**src/rtl/reg_scoreboard.sv**
```systemverilog
// Per-register pending-write scoreboard: ID issue increments, WB commit decrements.
// Optional `SB_WB_BYPASS_EN: a register whose last pending write commits this cycle reads as ready.
module reg_scoreboard #(
    parameter int CNT_W = 2,
    parameter int NREG  = 32
) (
    input  logic        clk,
    input  logic        rst,
    input  logic        flush,
    input  logic        issue_valid,
    input  logic        issue_wen,
    input  logic [4:0]  issue_wnum,
    output logic        issue_ready,
    input  logic        wb_valid,
    input  logic [4:0]  wb_wnum,
    input  logic [1:0]  read_type,
    input  logic [4:0]  RR1,
    input  logic [4:0]  RR2,
    output logic        ready,
    output logic [31:0] busy_mask,
    output logic        err_underflow
);
    localparam logic [CNT_W-1:0] CNT_MAX = '1;
    localparam logic [CNT_W-1:0] CNT_ONE = CNT_W'(1);

    // Register 0 is never tracked, so no storage exists for it.
    logic [CNT_W-1:0] cnt_q [1:NREG-1];
    logic [CNT_W-1:0] cnt_d [1:NREG-1];
    logic             err_q;
    logic             err_d;

    logic [CNT_W-1:0] cnt_iss;
    logic [CNT_W-1:0] cnt_wb;
    logic [CNT_W-1:0] cnt_rr1;
    logic [CNT_W-1:0] cnt_rr2;
    logic             wb_trk;
    logic             issue_sat;
    logic             inc_ok;
    logic             byp1;
    logic             byp2;
    logic             busy1;
    logic             busy2;
    logic             inc_n;
    logic             dec_n;

    always_comb begin
        cnt_iss   = '0;
        cnt_wb    = '0;
        cnt_rr1   = '0;
        cnt_rr2   = '0;
        wb_trk    = 1'b0;
        busy_mask = '0;
        for (int n = 1; n < NREG; n++) begin
            if (issue_wnum == 5'(n)) cnt_iss = cnt_q[n];
            if (wb_wnum == 5'(n)) begin
                cnt_wb = cnt_q[n];
                wb_trk = 1'b1;
            end
            if (RR1 == 5'(n)) cnt_rr1 = cnt_q[n];
            if (RR2 == 5'(n)) cnt_rr2 = cnt_q[n];
            busy_mask[n] = (cnt_q[n] != '0);
        end
    end

    // A same-cycle commit to the saturated destination frees the slot it needs.
    assign issue_sat   = issue_valid && issue_wen && (cnt_iss == CNT_MAX) &&
                         !(wb_valid && (wb_wnum == issue_wnum));
    assign issue_ready = !issue_sat;
    assign inc_ok      = issue_valid && issue_wen && !issue_sat;

`ifdef SB_WB_BYPASS_EN
    assign byp1 = wb_valid && (wb_wnum == RR1) && (cnt_rr1 == CNT_ONE);
    assign byp2 = wb_valid && (wb_wnum == RR2) && (cnt_rr2 == CNT_ONE);
`else
    assign byp1 = 1'b0;
    assign byp2 = 1'b0;
`endif

    assign busy1 = (cnt_rr1 != '0) && !byp1;
    assign busy2 = (cnt_rr2 != '0) && !byp2;
    assign ready = !((read_type[0] && busy1) || (read_type[1] && busy2));

    always_comb begin
        inc_n = 1'b0;
        dec_n = 1'b0;
        for (int n = 1; n < NREG; n++) begin
            inc_n    = inc_ok && (issue_wnum == 5'(n));
            dec_n    = wb_valid && (wb_wnum == 5'(n)) && (cnt_q[n] != '0);
            cnt_d[n] = cnt_q[n];
            if (flush)
                cnt_d[n] = '0;
            else if (inc_n && !dec_n)
                cnt_d[n] = cnt_q[n] + CNT_ONE;
            else if (dec_n && !inc_n)
                cnt_d[n] = cnt_q[n] - CNT_ONE;
        end
        err_d = err_q | (!flush && wb_valid && wb_trk && (cnt_wb == '0));
    end

    always_ff @(posedge clk) begin
        if (rst) begin
            for (int n = 1; n < NREG; n++) cnt_q[n] <= '0;
            err_q <= 1'b0;
        end else begin
            cnt_q <= cnt_d;
            err_q <= err_d;
        end
    end

    assign err_underflow = err_q;

endmodule

```
**config.mk**
```make
export PLATFORM = sky130hd
export DESIGN_NAME = reg_scoreboard
export DESIGN_NICKNAME = d
export VERILOG_FILES = /design/src/rtl/reg_scoreboard.sv
export SDC_FILE = /design/constraint.sdc
export NUM_CORES = 1
export LEC_CHECK = 0
export BUFFER_PORTS_ARGS = -buffer_cell sky130_fd_sc_hd__buf_2
export CORE_MARGIN = 2
export CORE_UTILIZATION = 56
export CTS_BUF_LIST = sky130_fd_sc_hd__clkbuf_4 sky130_fd_sc_hd__clkbuf_8 sky130_fd_sc_hd__clkbuf_16
export DETAILED_ROUTE_END_ITERATION = 12
export PLACE_DENSITY = 0.9
export RECOVER_POWER = 100
export SYNTH_ARGS = -nofsm -noshare
export SYNTH_HDL_FRONTEND = slang
export SYNTH_SLANG_ARGS = --single-unit
```
**constraint.sdc**
```tcl
create_clock -name clk -period 3.1 [get_ports clk]
set_input_delay 0.62 -clock clk [delete_from_list [all_inputs] [get_ports clk]]
set_output_delay 0.62 -clock clk [all_outputs]
set_load 0.1 [all_outputs]
```
==> metrics.txt, run 1 <==
synthesized flop and latch total=63; Main synth FF type=dfxtp_1; total grt overflow=12; Post-synth EDFFs=0; Inserted Clock Buffers=9; initial core utilization=56.91%; maximum root-to-sink buffer count=2; buffers added on ports=61; Synth top area share=17.71%; detailed placer's ending HPWL=23.65 mm; FFs w/ async S/R, synth=0%; Post-Syn Area=7123 um^2; Clock Root Buffer=clkbuf_16; Syn Inst Count=963; routability-driven placement congestion ratio=1.156; largest net degree at the start of global routing=63; Avg Inst Size Synth=7.397 um^2; post-synthesis sequential area ratio=17.71%; largest cells by area after synthesis=dfxtp_1 18%, xor2_1 8.2%, ha_1 5.4%, o21ai_0 5.3%, a21oi_1 4.6%; GRT Total Usage=66.55%; Post-DP Area=9089 um^2; Yosys cell types=86; die width=116.8 um; Die Ht=116.8 um; hold_buf cts=0; status=did not finish; clock sink total=63; FP Rows=41; YS warnings=0; stopping stage=5_1_grt; htree depth=3; Err=[ERROR GRT-0232] Routing congestion too high. Check the congestion heatmap in the GUI.; num ports=63; area leader, netlist=dfxtp_1; Mapped Nets=1022
-- kinds of logic after synthesis --
| kind of cell | count (synthesis) | share of synthesized area (%) |
|---|---|---|
| adders and majority gates | 31 | 5.445 |
| xor gates and xnor gates | 68 | 8.361 |
| buffers and inverters | 116 | 7.149 |
| muxes | 34 | 5.639 |
| other | 1 | 0.05265 |
| and+or+nand+nor | 373 | 29.46 |
| AOI/OAI and AO/OA | 277 | 26.19 |
| DFF | 63 | 17.71 |
-- metrics by stage --
step	hold WS, ns	setup WS, ns	instances	setup TNS (ns)
after CTS	0.5473	-0.1056	1341	-0.5859
after detailed placement	0.5232	-0.6690	1316	-24.18
after global placement	0.5202	-0.4593	1316	-14.18
after floorplan	0.4705	-0.4164	963	-0.6316
-- routing by layer --
metal	GRT usage, %	GRT overflow
met4	60.63	7
met3	50.98	0
met1	68.72	0
met2	83.70	5
met5	16.30	0
-- synthesized netlist by cell type (all sizes together) (8+ instances only) --
cell,number
a2111oi,8
a21oi,66
a31oi,10
a32oi,8
and2,9
and3,8
buf,41
clkbuf,46
dfxtp,63
ha,31
inv,29
mux2,9
mux2i,21
nand2,48
nand2b,18
nand3,33
nand4,17
nor2,82
nor2b,17
nor3,19
nor4,29
o211ai,11
o21ai,75
o22ai,9
or2,30
or3,36
xor2,67
-- timing repair --
action	4_1_cts
setup endpoints to repair	44
buffers inserted	6
gates resized for setup	80
pin swaps	38
gates cloned	4
==> run 2: changes to the inputs <==
--- a/config.mk
+++ b/config.mk
@@ -7,10 +7,9 @@
 export LEC_CHECK = 0
 export BUFFER_PORTS_ARGS = -buffer_cell sky130_fd_sc_hd__buf_2
 export CORE_MARGIN = 2
-export CORE_UTILIZATION = 56
-export CTS_BUF_LIST = sky130_fd_sc_hd__clkbuf_4 sky130_fd_sc_hd__clkbuf_8 sky130_fd_sc_hd__clkbuf_16
+export CORE_UTILIZATION = 40
 export DETAILED_ROUTE_END_ITERATION = 12
-export PLACE_DENSITY = 0.9
+export PLACE_DENSITY_LB_ADDON = 0.15
 export RECOVER_POWER = 100
 export SYNTH_ARGS = -nofsm -noshare
 export SYNTH_HDL_FRONTEND = slang
==> constraint.sdc (replaced) <==
create_clock -name clk -period 4.03 [get_ports clk]
set_input_delay 0.806 -clock clk [delete_from_list [all_inputs] [get_ports clk]]
set_output_delay 0.806 -clock clk [all_outputs]
set_load 0.1 [all_outputs]
==> run 2 against run 1 <==
- the flow now finishes without violations
- area after synthesis unchanged
- synthesized cell count unchanged
==> metrics.txt, run 2 <==
status=complete, no violations; worst-margin pin slew=1.172 ns; commonest non-fill, non-tap cell in the layout=nor2_1; share of cells above drive strength 1=16.23%; antenna violations before repair=0; Post-Syn Area=7123 um^2; Finished Core Util=46.45%; Max Freq=255.2 MHz; initial core utilization=41.04%; Slew HR=22.17%; Placeable Area=17360 um^2; CP Launch Point=RR1[1]; Setup-failing EPs final=0; buffers added on ports=61; most frequent cells in the layout=81 x nor2_1, 75 x o21ai_0, 67 x xor2_1, 66 x a21oi_1, 64 x buf_4; total grt overflow=0; largest net degree at the start of global routing=63; worst setup path class=in -> out; most frequent cell after synthesis=nor2_1; max reg flops=62; global-route wire length before repair=46.20 mm; worst hold-check path type=reg -> reg; DRT Pass-1 Iters=6; clock sink total=63; clk_skew=0.009583 ns; Clock Pin Slew Worst Setup and Hold Paths=0.05 ns; YS warnings=0; Mapped Nets=1022; RSZ-0062 raised after global routing=no; Synth top area share=17.71%; Post-Place Cells=1233; Nets=1078; DRT iter0 DRCs=935; Worst EP arrival=3.11 ns; Final min period=3.918 ns; num ports=63; Worst setup SP type=input pin; Syn Inst Count=963; Leak=3.105 nW; die area=18890 um^2; Post-synth EDFFs=0; Final Cycle Share=97.22%; Post-Layout Cell Count=1248; max cap viols=0; postcts setup bufs=0; worst hold margin=0.5085 ns; Tot Pwr=1.865 mW; worst ir drop on vdd=168.8 uV; pwr dens=231.4 nW/um^2; Crit. End Element=output pin; final wirelength=30.91 mm; Top reg by flops=cnt_q; hold_buf cts=0; Avg Inst Size Synth=7.397 um^2; synthesized flop and latch total=63; Clock Root Buffer=clkbuf_16; DRC=0; Yosys cell types=86; clk_lat worst skew=0.34 ns; ant diodes=0; post-route ant nets=0; vias in the first global route=7476; GRT Total Usage=33.06%; post-synthesis sequential area ratio=17.71%; r2r startpoint=cnt_q[25]; vias per cell=6.573; htree depth=3; area leader, netlist=dfxtp_1; detailed placer's ending HPWL=22.86 mm; final setup TNS=0 ns; largest cells by area after synthesis=dfxtp_1 18%, xor2_1 8.2%, ha_1 5.4%, o21ai_0 5.3%, a21oi_1 4.6%; FFs w/ async S/R, synth=0%; Via Count=8203; hold_sp=cnt_q[5]; area grow syn2layout=13.19%; required time of the critical path=3.22 ns; Die Ht=137.4 um; synth cell count leaders=82 x nor2_1, 75 x o21ai_0, 67 x xor2_1, 66 x a21oi_1, 63 x dfxtp_1; WL/cell=24.77 um; Main synth FF type=dfxtp_1; final hold vios=0; crit path max fanout=17; die width=137.4 um; CTS tree=yes; fill count=1831; routability-driven placement congestion ratio=1.014; maximum root-to-sink buffer count=2; Inserted Clock Buffers=9; FP Rows=48; Pins Over Slew Limit=0
-- run 2: cell counts after synthesis --
Identical to the previous run, type by type.
-- run 2: worst paths after layout --
| kind | depth (start not counted) | to | slack, ns |
|---|---|---|---|
| worst max-delay path | 10 | ready | 0.11 |
| worst min-delay path | 2 | cnt_q[5] | 0.51 |
| worst max register to register | 11 | cnt_q[13] | 0.67 |
| worst min register to register | 2 | cnt_q[5] | 0.51 |
-- run 2: metal layers --
metal	share of wire (%)	wire [um]	GRT usage, %
met3	9.6	2961	5.408
met1	43	13160	44.83
met2	43	13310	50.83
met5	0	0	0
met4	4.8	1482	15.98
-- run 2: cell families (layout without fill, tap and decap cells) --
kind of cell / after synthesis / after routing / synth area share (%)
AO/OA/AOI/OAI: 277 / 277 / 26.19
XOR/XNOR: 68 / 68 / 8.361
adder cells (fa/ha/maj): 31 / 31 / 5.445
buffers and inverters: 116 / 176 / 7.149
flip-flops: 63 / 63 / 17.71
multiplexers: 34 / 34 / 5.639
other: 1 / 1 / 0.05265
AND/OR/NAND/NOR: 373 / 373 / 29.46
-- run 2: cell type report --
class | instances | area, um^2 | share of cell area (%)
Clock buffer | 12 | 256.5 | 3.181
Clock inverter | 3 | 42.54 | 0.5276
Inverter | 29 | 108.9 | 1.350
Multi-Input combinational cell | 784 | 5294 | 65.66
Sequential cell | 63 | 1261 | 15.64
Tap cell | 225 | 281.5 | 3.492
Timing Repair Buffer | 132 | 818.3 | 10.15
-- run 2: timing repair --
item,in CTS,in global routing
setup endpoints to repair,0,1
gates resized for setup,0,3
endpoints found under the hold margin,0,0
-- run 2: worst max-delay path: stages --
cell and delay, ns:
buf_2 0.29, buf_4 0.24, nand2b_1 0.13, a2bb2oi_1 0.15, o22ai_1 0.26, a2111oi_0 0.12
nor4_1 0.39, o311a_1 0.24, nor4b_4 0.25, buf_12 0.21
-- run 2: metrics by stage --
step                      cell area (um^2)  setup WS [ns]
final                                 8063         0.1119
after global routing                  8063        0.01501
after CTS                             8218        0.07628
after detailed placement              7919        0.06465
after global placement                7919        0.02610
after floorplan                       7144        0.02333
-- run 2: power breakdown --
group / internal [mW] / total, mW / switching [mW]
Clock: 0.508 / 0.804 / 0.296
Sequential: 0.626 / 0.631 / 0.00533
Combinational: 0.143 / 0.430 / 0.287
Total: 1.28 / 1.87 / 0.589
No activity file was read; power rests on OpenSTA's default activity.
==> run 3: changes to the inputs <==
==> constraint.sdc (replaced) <==
create_clock -name clk -period 4.2 [get_ports clk]
set_input_delay 0.84 -clock clk [delete_from_list [all_inputs] [get_ports clk]]
set_output_delay 0.84 -clock clk [all_outputs]
set_load 0.1 [all_outputs]
==> run 3 against run 2 <==
- via count up 1.5%
- core utilization rose by 2.2 points
- critical endpoint is now issue_ready
- power increased by 0.37%
- highest routed layer is now met5
- critical path type unchanged
==> metrics.txt, run 3 (same netlist as run 2, synthesis figures left out) <==
most frequent CP cell=buf_4; max cap viols=0; htree depth=3; total grt overflow=0; die width=137.4 um; commonest non-fill, non-tap cell in the layout=buf_4; Reg2Reg Depth=11; vias per cell=6.431; num ports=63; Finished Core Util=48.68%; Max stage delay on crit path=0.37 ns; Clock Root Buffer=clkbuf_16; worst-margin pin slew=1.204 ns; clock sink total=63; Setup-failing EPs final=0; FF-to-FF setup slack=0.69 ns; Worst EP arrival=3.27 ns; DRT Pass-1 Iters=5; hold_sp=cnt_q[1]; maximum root-to-sink buffer count=2; hold_buf cts=0; Crit path buffers/inverters=4; Via Count=8322; vias in the first global route=7591; Die Ht=137.4 um; routability-driven placement congestion ratio=1.068; Inserted Clock Buffers=9; largest net degree at the start of global routing=63; die area=18890 um^2; crit-path cells=clkbuf_2 -> nand2_1 -> buf_4 -> buf_4 -> or3_1 -> a21oi_1 -> a221oi_1 -> a211oi_2 -> nor2_1 -> o2111ai_2 -> buf_4; DRT iter0 DRCs=1057; worst hold-check path type=reg -> reg; Placeable Area=17360 um^2; Final Cell Area=8449 um^2; CTS tree=yes; FP Rows=48; status=complete, no violations; reg2reg end=cnt_q[43]; Crit. End Element=output pin; worst setup path class=in -> out; pwr dens=221.6 nW/um^2; Hold Crit Endpoint=cnt_q[1]; worst ir drop on vdd=164.0 uV; Top reg by flops=cnt_q; Cells on Worst Hold Path=2; most frequent cells in the layout=109 x buf_4, 81 x nor2_1, 75 x o21ai_0, 67 x xor2_1, 66 x a21oi_1; crit path max fanout=9; buffers added on ports=61; Max Freq=243.4 MHz; post-route ant nets=0; WL/cell=24.46 um; GRT Total Usage=33.71%; share of cells above drive strength 1=20.39%; clk_lat worst skew=0.35 ns; CP max-delay cell=a211oi_2; Nets=1123; clk_skew=0.007221 ns; Worst setup SP type=input pin; Pins Over Slew Limit=0; detailed placer's ending HPWL=24.28 mm; area grow syn2layout=18.62%; global-route wire length before repair=46.68 mm; CTS resizes=0; final hold vios=0; Leak=3.351 nW; initial core utilization=41.04%; Post-DP Area=8249 um^2; final setup TNS=0 ns; Final Cycle Share=97.80%; Post-Place Cells=1277; Post-Layout Cell Count=1294; antenna violations before repair=1; RSZ-0062 raised after global routing=no; max reg flops=62; cell family with the largest share of critical-path delay=buffers and inverters; required time of the critical path=3.36 ns; ant diodes=0; r2r startpoint=cnt_q[16]; DRC=0; final wirelength=31.65 mm; postcts setup bufs=0; Slew HR=20.10%; Final min period=4.108 ns; Clock Pin Slew Worst Setup and Hold Paths=0.05 ns
## run 3: changes by cell type in the layout (fill, tap and decap cells not counted), moves of 2 or more
cell,previous run,this run
buf_4,64,109
a2111oi_0,5,7
a2111oi_1,2,0
clkbuf_1,39,37
clkbuf_8,2,0
inv_6,0,2
nor3b_2,1,3
## run 3: worst max-delay path by stage
stage                     slack (ns)          end           from  depth (start not counted)
after global routing            0.01        ready         RR1[0]                          9
after floorplan                 0.13        ready         RR1[4]                          8
after detailed placement       -0.22    cnt_q[43]  issue_wnum[2]                         12
final                           0.09  issue_ready  issue_wnum[0]                         11
after CTS                       0.14    cnt_q[43]  issue_wnum[2]                         12
after global placement         -0.22    cnt_q[43]  issue_wnum[2]                         13
## run 3: power by group
| group | switching (mW) | internal (mW) | total, mW |
|---|---|---|---|
| Sequential | 0.00338 | 0.600 | 0.604 |
| Clock | 0.313 | 0.524 | 0.837 |
| Combinational | 0.283 | 0.149 | 0.432 |
| Total | 0.599 | 1.27 | 1.87 |
## run 3: layout make-up
type                    instances  area, um^2
well taps                     225       281.5
repair buffers                176        1154
clock inverters                 6       92.59
multi-input cells             785        5323
fillers                      1766        8907
flip-flops and latches         63        1261
clock buffers                  10       229.0
inverters                      29       108.9
## run 3: metal layers
layer / vias up / wire length (um) / GRT usage (%) / share of wire [%]
met5: - / 14 / 0 / 0.044
met4: 2 / 1761 / 18.04 / 5.6
li1: 3800 / - / - / -
met2: 497 / 13700 / 51.85 / 43
met3: 109 / 3033 / 6.071 / 9.6
met1: 3914 / 13140 / 44.67 / 42
## run 3: per-stage QoR
step | worst slack, ns | total power, mW | hold WS (ns)
CTS | 0.1390 | 1.878 | 0.5066
global placement | -0.2192 | 1.044 | 0.4914
detailed placement | -0.2180 | 1.040 | 0.4937
floorplan | 0.1253 | 0.8957 | 0.4670
finish | 0.09225 | 1.872 | 0.5088
global route | 0.01102 | 1.937 | 0.5666
## run 3: worst min-delay path: cells and delay by family, from the launching register on
kind	cells	cell delay (ns)
compound gates	2	0.14
flops	1	0.33
